<file path="src/rtl/mbs_mem_arbiter.sv">
// Round-robin arbiter serialising fetch/data/debug requesters onto one memory port.
// Define MBS_ARB_TIMEOUT_EN to abort transactions whose mem_ack never arrives.
module mbs_mem_arbiter #(
  parameter int unsigned DATA_WIDTH  = 32,
  parameter int unsigned ADDR_WIDTH  = 32,
  parameter int unsigned TIMEOUT_CYC = 16
) (
  input  logic                    clk,
  input  logic                    rst,
  input  logic [2:0]              req,
  input  logic [2:0]              we,
  input  logic [3*ADDR_WIDTH-1:0] addr,
  input  logic [3*DATA_WIDTH-1:0] wdata,
  output logic [2:0]              gnt,
  output logic [2:0]              ack,
  output logic [DATA_WIDTH-1:0]   rdata,
  output logic                    mem_req,
  output logic                    mem_we,
  output logic [ADDR_WIDTH-1:0]   mem_addr,
  output logic [DATA_WIDTH-1:0]   mem_wdata,
  input  logic [DATA_WIDTH-1:0]   mem_rdata,
  input  logic                    mem_ack,
  output logic                    err,
  output logic                    busy,
  output logic [1:0]              state
);

  typedef enum logic [1:0] {
    S_IDLE = 2'd0,
    S_BUSY = 2'd1,
    S_DONE = 2'd2,
    S_REL  = 2'd3
  } state_e;

  if (TIMEOUT_CYC < 2) begin : g_bad_timeout_cyc
    $error("mbs_mem_arbiter: TIMEOUT_CYC must be >= 2");
  end

  state_e                state_q, state_d;
  logic [2:0]            gnt_q, gnt_d;
  logic [2:0]            ack_q, ack_d;
  logic [DATA_WIDTH-1:0] rdata_q, rdata_d;
  logic                  mem_req_q, mem_req_d;
  logic                  mem_we_q, mem_we_d;
  logic [ADDR_WIDTH-1:0] mem_addr_q, mem_addr_d;
  logic [DATA_WIDTH-1:0] mem_wdata_q, mem_wdata_d;
  logic                  err_q, err_d;
  logic                  busy_q, busy_d;
  logic [1:0]            ptr_q, ptr_d;
  logic [1:0]            owner_q, owner_d;

  logic                  win_found;
  logic [1:0]            win_idx;

`ifdef MBS_ARB_TIMEOUT_EN
  localparam int unsigned CNT_W = $clog2(TIMEOUT_CYC);
  logic [CNT_W-1:0]      cnt_q, cnt_d;
`endif

  // First set request at or above the pointer, wrapping modulo 3.
  always_comb begin : p_pick
    logic [2:0] k3;
    logic [1:0] k;
    win_found = 1'b0;
    win_idx   = '0;
    for (int unsigned i = 0; i < 3; i++) begin
      k3 = {1'b0, ptr_q} + 3'(i);
      if (k3 >= 3'd3) k3 = k3 - 3'd3;
      k = k3[1:0];
      if (!win_found && req[k]) begin
        win_found = 1'b1;
        win_idx   = k;
      end
    end
  end

  always_comb begin
    state_d     = state_q;
    gnt_d       = gnt_q;
    ack_d       = '0;
    rdata_d     = rdata_q;
    mem_req_d   = mem_req_q;
    mem_we_d    = mem_we_q;
    mem_addr_d  = mem_addr_q;
    mem_wdata_d = mem_wdata_q;
    err_d       = 1'b0;
    ptr_d       = ptr_q;
    owner_d     = owner_q;
`ifdef MBS_ARB_TIMEOUT_EN
    cnt_d       = cnt_q;
`endif
    unique case (state_q)
      S_IDLE: begin
        if (win_found) begin
          state_d     = S_BUSY;
          gnt_d       = 3'b001 << win_idx;
          owner_d     = win_idx;
          mem_req_d   = 1'b1;
          mem_we_d    = we[win_idx] & (win_idx != 2'd0);
          mem_addr_d  = addr[int'(win_idx)*ADDR_WIDTH +: ADDR_WIDTH];
          mem_wdata_d = wdata[int'(win_idx)*DATA_WIDTH +: DATA_WIDTH];
`ifdef MBS_ARB_TIMEOUT_EN
          cnt_d       = '0;
`endif
        end
      end
      S_BUSY: begin
        if (mem_ack) begin
          state_d   = S_DONE;
          mem_req_d = 1'b0;
          mem_we_d  = 1'b0;
          ack_d     = gnt_q;
          ptr_d     = (owner_q == 2'd2) ? 2'd0 : owner_q + 2'd1;
          if (!mem_we_q) rdata_d = mem_rdata;
        end
`ifdef MBS_ARB_TIMEOUT_EN
        // An ack on the expiry edge takes the normal path above.
        else if (cnt_q == CNT_W'(TIMEOUT_CYC - 1)) begin
          state_d   = S_DONE;
          mem_req_d = 1'b0;
          mem_we_d  = 1'b0;
          ack_d     = gnt_q;
          err_d     = 1'b1;
          ptr_d     = (owner_q == 2'd2) ? 2'd0 : owner_q + 2'd1;
          if (!mem_we_q) rdata_d = '0;
        end else begin
          cnt_d = cnt_q + CNT_W'(1);
        end
`endif
      end
      S_DONE: begin
        gnt_d   = '0;
        state_d = S_REL;
      end
      S_REL: begin
        state_d = S_IDLE;
      end
      default: state_d = S_IDLE;
    endcase
    busy_d = (state_d != S_IDLE);
  end

  always_ff @(posedge clk or posedge rst) begin
    if (rst) begin
      state_q     <= S_IDLE;
      gnt_q       <= '0;
      ack_q       <= '0;
      rdata_q     <= '0;
      mem_req_q   <= 1'b0;
      mem_we_q    <= 1'b0;
      mem_addr_q  <= '0;
      mem_wdata_q <= '0;
      err_q       <= 1'b0;
      busy_q      <= 1'b0;
      ptr_q       <= '0;
      owner_q     <= '0;
`ifdef MBS_ARB_TIMEOUT_EN
      cnt_q       <= '0;
`endif
    end else begin
      state_q     <= state_d;
      gnt_q       <= gnt_d;
      ack_q       <= ack_d;
      rdata_q     <= rdata_d;
      mem_req_q   <= mem_req_d;
      mem_we_q    <= mem_we_d;
      mem_addr_q  <= mem_addr_d;
      mem_wdata_q <= mem_wdata_d;
      err_q       <= err_d;
      busy_q      <= busy_d;
      ptr_q       <= ptr_d;
      owner_q     <= owner_d;
`ifdef MBS_ARB_TIMEOUT_EN
      cnt_q       <= cnt_d;
`endif
    end
  end

  assign gnt       = gnt_q;
  assign ack       = ack_q;
  assign rdata     = rdata_q;
  assign mem_req   = mem_req_q;
  assign mem_we    = mem_we_q;
  assign mem_addr  = mem_addr_q;
  assign mem_wdata = mem_wdata_q;
  assign err       = err_q;
  assign busy      = busy_q;
  assign state     = state_q;

endmodule

</file>
<file path="config.mk">
export PLATFORM = sky130hd
export DESIGN_NAME = mbs_mem_arbiter
export DESIGN_NICKNAME = d
export VERILOG_FILES = /design/src/rtl/mbs_mem_arbiter.sv
export SDC_FILE = /design/constraint.sdc
export NUM_CORES = 1
export LEC_CHECK = 0
export CORE_AREA = 3 3 132 134
export DETAILED_ROUTE_END_ITERATION = 8
export DIE_AREA = 0 0 135 137
export PLACE_DENSITY = 0.79
export SYNTH_ARGS = -nofsm -noshare
export SYNTH_HDL_FRONTEND = slang
export SYNTH_SLANG_ARGS = --single-unit
</file>
<file path="constraint.sdc">
create_clock -name clk -period 4.9 [get_ports clk]
set_input_delay 0.49 -clock clk [delete_from_list [all_inputs] [get_ports clk]]
set_output_delay 0.49 -clock clk [all_outputs]
set_load 0.02 [all_outputs]
</file>
==> results.sh, run 1 <==
export IMPL_worst_ep_arrival_time_ps=3410
export IMPL_filler_cell_count=1403
export IMPL_first_pass_grt_wire_length_um=29200
export IMPL_ctsHtreeMaxLevel=3
export IMPL_synth_edff_count=0
export IMPL_min_period_over_period=0.638
export IMPL_first_global_vias=5570
export IMPL_clkSlewWorstSetupHoldPaths_ps=80
export IMPL_post_synth_cell_area_avg_um2=10.1
export IMPL_ys_dominant_reg_cell="sky130_fd_sc_hd__dfrtp_1"
export IMPL_gp_routability_congestion=0.797
export IMPL_finalWorstPathRequiredPeriod_ps=3130
export IMPL_cpMostUsedCell="sky130_fd_sc_hd__o21ai_1"
export IMPL_ir_drop_mv=0.351
export IMPL_power_per_cell_area_nw_per_um2=624
export IMPL_finalSetupTns_ps=0
export IMPL_synthDistinctLibCells=38
export IMPL_multi_input_comb_area_um2=2870
export IMPL_finish_net_count=1135
export IMPL_timing_clock_skew_ps=9.48
export IMPL_cts_sink_count=111
export IMPL_core_um2=16400
export IMPL_cts_hold_buf=0
export IMPL_seq_area_frac_synth=0.466
export IMPL_yosys_mux_area_fraction=0.0672
export IMPL_timing_critical_path_slowest_stage_cell="sky130_fd_sc_hd__or3_2"
export IMPL_antenna_violating_nets_post_route=0
export IMPL_cts_root_buffer="sky130_fd_sc_hd__clkbuf_16"
export IMPL_netlist_instances=588
export IMPL_clock_insertion_delay_worst_skew_ps=360
export IMPL_initial_antenna_violation_count=0
export IMPL_drt_wirelength_per_cell_um=17.3
export IMPL_setup_repair_after_global_routing_missed_its_margin="false"
export IMPL_synth_top_family_by_area="compound AO/OA/AOI/OAI gates"
export IMPL_post_synth_xor_area_fraction=0
export IMPL_crit_path_start_kind="flop"
export IMPL_setup_viol_count_final=0
export IMPL_timing_final_hold_violations=0
export IMPL_post_cts_resized=0
export IMPL_synth_area_top_cells="sky130_fd_sc_hd__dfrtp_1 (47%), sky130_fd_sc_hd__a211oi_2 (13%), sky130_fd_sc_hd__nor2b_1 (6.9%)"
export IMPL_pin_count_of_the_biggest_net_entering_global_routing=76
export IMPL_post_cts_setup_buffers=0
export IMPL_power_static_leakage_nw=3.79
export IMPL_die_w_um=135
export IMPL_syn2layout_area_growth_pct=64.1
export IMPL_synth_largest_area_cell="sky130_fd_sc_hd__dfrtp_1"
export IMPL_number_of_search_and_repair_iterations_in_the_first_detailed_routing_pass=4
export IMPL_total_power_mw=6.10
export IMPL_post_synthesis_net_count=825
export IMPL_actual_slew_at_the_worst_max_slew_pin_ps=858
export IMPL_overflow=0
export IMPL_detail_route_drc_violations=0
export IMPL_synth_most_common_cell="sky130_fd_sc_hd__dfrtp_1"
export IMPL_path_buf_inv=2
export IMPL_timing_critical_path_slowest_cell_delay_ps=760
export IMPL_number_of_i_o_pins=341
export IMPL_timing_setup_critical_path_class="flop to flop"
export IMPL_cap_violations=0
export IMPL_synth_adder_area_share=0.00840
export IMPL_initial_utilization=0.363
export IMPL_syn_cell_area_um2=5960
export IMPL_io_buffers=339
export IMPL_path_delay_family="simple AND/OR/NAND/NOR gates"
export IMPL_outcome="finished, final reports clean"
export IMPL_vias=5559
export IMPL_achievable_frequency_ghz=0.320
export IMPL_final_max_slew_viol_count=0
export IMPL_num_antenna_cells=0
export IMPL_via_per_inst=4.95
export IMPL_timing_hold_worst_class="primary input to async pin"
export IMPL_crit_chain="inv_1 > ha_1 > mux2i_1 > o21ai_1 > nor3_1 > or3_2 > buf_4 > nand2_1 > o21ai_1"
export IMPL_crit_path_end_kind="flop"
export IMPL_fp_dieArea_um2=18500
export IMPL_postSynth_asyncResetShare=1.00
export IMPL_synth_yosys_warnings=0
export IMPL_postSynthRegisterBits=111
export IMPL_final_layout_size_suffix_gt1_frac=0.140
export IMPL_top_fanout_value_on_the_critical_path=42
export IMPL_synth_cells_most_frequent="sky130_fd_sc_hd__dfrtp_1 (111), sky130_fd_sc_hd__nand2_1 (73), sky130_fd_sc_hd__o21ai_0 (69)"
export IMPL_synth_top_area_frac=0.466
export IMPL_wirelength_um=19500
export IMPL_row_count=47
export IMPL_globalRouteTotalUtil=0.202
export IMPL_layout_area_seq_um2=2780
export IMPL_floorplan_die_height_um=137
export IMPL_postLayoutCellArea_um2=9780
export IMPL_clock_path_buffers=2
export IMPL_required_time_at_the_endpoint_of_the_critical_path_ps=5180
export IMPL_drt_iter0_markers=308
export IMPL_post_synth_and_or_nand_nor_area_fraction=0.134
export IMPL_hpwl_um=14700
export IMPL_cts_made_buffers=9
export IMPL_tritoncts="done"
export IMPL_slew_headroom=0.428
export IMPL_post_dp_cell_area_um2=9450
export IMPL_synth_compound_area_share=0.268
[worst register-to-register path, cell delays in order (launching register included)]
cell	delay, ps
sky130_fd_sc_hd__dfrtp_1	420
sky130_fd_sc_hd__inv_1	100
sky130_fd_sc_hd__ha_1	310
sky130_fd_sc_hd__mux2i_1	260
sky130_fd_sc_hd__o21ai_1	120
sky130_fd_sc_hd__nor3_1	410
sky130_fd_sc_hd__or3_2	760
sky130_fd_sc_hd__buf_4	480
sky130_fd_sc_hd__nand2_1	110
sky130_fd_sc_hd__o21ai_1	90
[layout by cell type (no fill, tap or decap), drive strengths merged, types with 2 or more instances in the layout]
cell type / synthesis / routed
clkdlybuf4s50: 0 / 339
o21ai: 134 / 134
dfrtp: 111 / 111
nand2: 73 / 73
nor2b: 66 / 66
a211oi: 65 / 65
mux2: 32 / 32
buf: 27 / 11
clkbuf: 24 / 10
inv: 8 / 10
nor2: 8 / 8
a21oi: 5 / 5
mux2i: 4 / 4
ha: 4 / 4
a21o: 3 / 3
nor3b: 2 / 2
nand2b: 2 / 2
a2bb2oi: 2 / 2
bufinv: 0 / 2
nor3: 2 / 2
or3: 2 / 2
[where the power goes]
part | switching [mW] | internal (mW) | total (mW)
clock network | 0.347 | 0.465 | 0.812
registers | 0.258 | 1.37 | 1.63
logic | 2.01 | 1.65 | 3.66
[sequential cells by signal, indices dropped and copies added, names as in the netlist]
register and cells:
owner_q 2, busy 1, mem_addr 32, ack 3, gnt 3, mem_wdata 32, state 2, mem_we 1
ptr_q 2, rdata 32, mem_req 1
[worst paths after layout]
path                            slack [ps]  depth (start not counted)                   start                   endpoint
worst max-delay path                  1770                          9    ptr_q[1]$_DFFE_PP0P_   mem_addr[11]$_DFFE_PP0P_
worst min-delay path                   340                          2                     rst      rdata[27]$_DFFE_PP0P_
max in group asynchronous             3630                          3                     rst  mem_wdata[16]$_DFFE_PP0P_
worst min register to register         470                          1  owner_q[1]$_DFFE_PP0P_       ptr_q[0]$_DFFE_PP0P_
worst max register to register        1770                          9    ptr_q[1]$_DFFE_PP0P_   mem_addr[11]$_DFFE_PP0P_
min in group clk                       470                          1  owner_q[1]$_DFFE_PP0P_       ptr_q[0]$_DFFE_PP0P_
[layer usage]
metal / track usage / share of wire / up-vias
met1: 0.235 / 0.39 / 2600
li1: - / - / 2695
met2: 0.354 / 0.50 / 231
met5: 0 / 0 / -
met4: 0.0733 / 0.023 / 0
met3: 0.0592 / 0.083 / 33
[logic make-up (layout without fill, tap and decap cells)]
| group | after synthesis | in the layout |
|---|---|---|
| AO/OA/AOI/OAI | 218 | 218 |
| AND/OR/NAND/NOR | 159 | 159 |
| flip-flops | 111 | 111 |
| buffers and inverters | 59 | 374 |
| adder cells (fa/ha/maj) | 4 | 4 |
| other | 1 | 1 |
| multiplexers | 36 | 36 |
[per-stage QoR]
stage / utilization / cells / setup WS [ps] / hold WS (ps)
2_1_floorplan: - / 588 / 1480 / 448
3_3_place_gp: 0.576 / 1107 / 1720 / 459
3_5_place_dp: 0.576 / 1107 / 1590 / 464
4_1_cts: 0.596 / 1123 / 1750 / 326
5_1_grt: 0.596 / 1123 / 1520 / 333
6_report: 0.596 / 1123 / 1770 / 341
[final cells by class]
| class | count | area share |
|---|---|---|
| clock buffers | 10 | 0.0244 |
| clock inverters | 6 | 0.00922 |
| inverters | 8 | 0.00333 |
| multi-input cells | 418 | 0.294 |
| flip-flops and latches | 111 | 0.284 |
| well taps | 220 | 0.0282 |
| repair buffers | 350 | 0.357 |
Power figures use the tool's default switching activity.
==> run 2: changes to the inputs <==
==> constraint.sdc (replaced) <==
create_clock -name clk -period 3.1 [get_ports clk]
set_input_delay 0.31 -clock clk [delete_from_list [all_inputs] [get_ports clk]]
set_output_delay 0.31 -clock clk [all_outputs]
set_load 0.02 [all_outputs]
==> run 2 against run 1 <==
Compared with the run above: first-iteration DRC count rose by 13%; power increased by 58%; core utilization is 0.42 points higher; non-clock buffer count is 3 higher; critical endpoint is now mem_addr[2]$_DFFE_PP0P_; routed wire length is 1.5% higher; sequential cell count stayed put; clock skew decreased by 2.1 ps; sequential share of layout area shrank 0.20 points; clock power increased by 45%; worst setup slack worse by 1500 ps; combinational power is 62% higher; cell count grew 0.27%.
==> results.sh, run 2 (synthesis results as in run 1) <==
export IMPL_syn2layout_area_growth_pct=65.2
export IMPL_first_global_vias=5620
export IMPL_multi_input_comb_area_um2=2870
export IMPL_finalWorstPathRequiredPeriod_ps=2800
export IMPL_r2r_setup_slack_ps=300
export IMPL_power_frac_clock=0.122
export IMPL_seqPwrFrac=0.265
export IMPL_post_dp_cell_area_um2=9550
export IMPL_ctsHtreeMaxLevel=3
export IMPL_worst_r2r_startpoint="ptr_q[0]$_DFFE_PP0P_"
export IMPL_cts_sink_count=111
export IMPL_top_fanout_value_on_the_critical_path=24
export IMPL_row_count=47
export IMPL_setup_repair_after_global_routing_missed_its_margin="false"
export IMPL_final_layout_size_suffix_gt1_frac=0.140
export IMPL_detail_route_drc_violations=0
export IMPL_crit_path_end_kind="flop"
export IMPL_clock_insertion_delay_worst_skew_ps=340
export IMPL_post_cts_resized=0
export IMPL_gp_routability_congestion=0.795
export IMPL_postLayoutCellArea_um2=9840
export IMPL_sw_frac_of_total=0.425
export IMPL_cts_hold_buf=0
export IMPL_vias=5646
export IMPL_min_period_over_period=0.904
export IMPL_floorplan_die_height_um=137
export IMPL_initial_antenna_violation_count=0
export IMPL_slew_headroom=0.544
export IMPL_die_w_um=135
export IMPL_cap_violations=0
export IMPL_filler_cell_count=1383
export IMPL_ir_drop_mv=0.444
export IMPL_netSwitchingPower_mw=4.11
export IMPL_post_cts_setup_buffers=0
export IMPL_num_antenna_cells=0
export IMPL_setup_ws_pre_cts_ps=319
export IMPL_wirelength_um=19800
export IMPL_required_time_at_the_endpoint_of_the_critical_path_ps=3330
export IMPL_worst_hold_margin_ps=398
export IMPL_p_int_mw=5.55
export IMPL_antenna_violating_nets_post_route=0
export IMPL_fp_dieArea_um2=18500
export IMPL_achievable_frequency_ghz=0.357
export IMPL_worst_slack_ps=297
export IMPL_drt_iter0_markers=349
export IMPL_hpwl_um=14900
export IMPL_via_per_inst=5.01
export IMPL_crit_reg2reg_capture="mem_addr[2]$_DFFE_PP0P_"
export IMPL_timing_setup_critical_path_class="flop to flop"
export IMPL_actual_slew_at_the_worst_max_slew_pin_ps=683
export IMPL_number_of_search_and_repair_iterations_in_the_first_detailed_routing_pass=4
export IMPL_finish_net_count=1138
export IMPL_outcome="finished, final reports clean"
export IMPL_globalRouteTotalUtil=0.204
export IMPL_initial_utilization=0.363
export IMPL_finalSetupTns_ps=0
export IMPL_number_of_i_o_pins=341
export IMPL_timing_final_hold_violations=0
export IMPL_core_um2=16400
export IMPL_total_power_mw=9.66
export IMPL_worst_r2r_path_depth=9
export IMPL_crit_path_start_kind="flop"
export IMPL_cts_root_buffer="sky130_fd_sc_hd__clkbuf_16"
export IMPL_final_cells=1126
export IMPL_tritoncts="done"
export IMPL_first_pass_grt_wire_length_um=29800
export IMPL_layout_area_seq_um2=2780
export IMPL_numPlacedInstances=1110
export IMPL_cts_made_buffers=9
export IMPL_drt_wirelength_per_cell_um=17.5
export IMPL_io_buffers=339
export IMPL_power_static_leakage_nw=3.81
export IMPL_fin_util=0.600
export IMPL_timing_clock_skew_ps=7.36
export IMPL_clkSlewWorstSetupHoldPaths_ps=80
export IMPL_power_per_cell_area_nw_per_um2=981
export IMPL_layout_cells_most_common="sky130_fd_sc_hd__clkdlybuf4s50_1"
export IMPL_final_max_slew_viol_count=0
export IMPL_pin_count_of_the_biggest_net_entering_global_routing=69
export IMPL_comb_power_share=0.613
export IMPL_worst_ep_arrival_time_ps=3030
export IMPL_overflow=0
export IMPL_timing_hold_worst_class="primary input to async pin"
export IMPL_layout_cells_most_common_list="sky130_fd_sc_hd__clkdlybuf4s50_1 (339), sky130_fd_sc_hd__dfrtp_1 (111), sky130_fd_sc_hd__nand2_1 (73)"
export IMPL_setup_viol_count_final=0
export IMPL_clock_path_buffers=2
==> run 2: cell count changes in the layout (fill, tap and decap cells not counted), sizes merged <==
| cell | previous run | this run |
|---|---|---|
| clkbuf | 10 | 12 |
| inv | 10 | 8 |
| bufinv | 2 | 1 |
| buf | 11 | 14 |
| clkinv | 1 | 2 |
==> run 2: worst max path at each step <==
stage	startpoint	to	slack (ps)
after detailed placement	ptr_q[0]$_DFFE_PP0P_	mem_addr[8]$_DFFE_PP0P_	320
after global placement	ptr_q[0]$_DFFE_PP0P_	mem_wdata[25]$_DFFE_PP0P_	380
after CTS	ptr_q[0]$_DFFE_PP0P_	mem_addr[2]$_DFFE_PP0P_	290
final	ptr_q[0]$_DFFE_PP0P_	mem_addr[2]$_DFFE_PP0P_	300
after floorplan	ptr_q[0]$_DFFE_PP0P_	mem_wdata[12]$_DFFE_PP0P_	660
after global routing	ptr_q[0]$_DFFE_PP0P_	mem_addr[1]$_DFFE_PP0P_	100
==> run 2: layout make-up <==
type / instances / share of cell area
clock buffer: 12 / 0.0250
clock inverter: 4 / 0.00534
inverter: 8 / 0.00343
multi-input combinational: 418 / 0.292
sequential: 111 / 0.282
tap: 220 / 0.0280
timing repair buffer: 353 / 0.364
==> run 2: power groups by stage <==
stage / combinational, mW / sequential, mW / clock [mW]
5_1_grt: 6.44 / 2.66 / 1.28
6_report: 5.92 / 2.56 / 1.18
4_1_cts: 6.01 / 2.57 / 1.22
3_5_place_dp: 5.98 / 2.59 / 0
3_3_place_gp: 5.89 / 2.57 / 0
2_1_floorplan: 2.80 / 3.37 / 0
==> run 2: layer usage <==
layer	track usage	routed length, um
met3	0.0717	1930
met4	0.0700	407
met5	0	0
met2	0.361	10000
met1	0.229	7380
==> run 2: worst max-delay path, cell delays in order, from the launching register on <==
cell	delay, ps
sky130_fd_sc_hd__dfrtp_1	410
sky130_fd_sc_hd__inv_1	90
sky130_fd_sc_hd__ha_1	410
sky130_fd_sc_hd__nor4bb_1	300
sky130_fd_sc_hd__o31a_1	150
sky130_fd_sc_hd__o32a_2	520
sky130_fd_sc_hd__buf_4	410
sky130_fd_sc_hd__nor2b_1	110
sky130_fd_sc_hd__a211oi_2	200
sky130_fd_sc_hd__o21ai_1	90
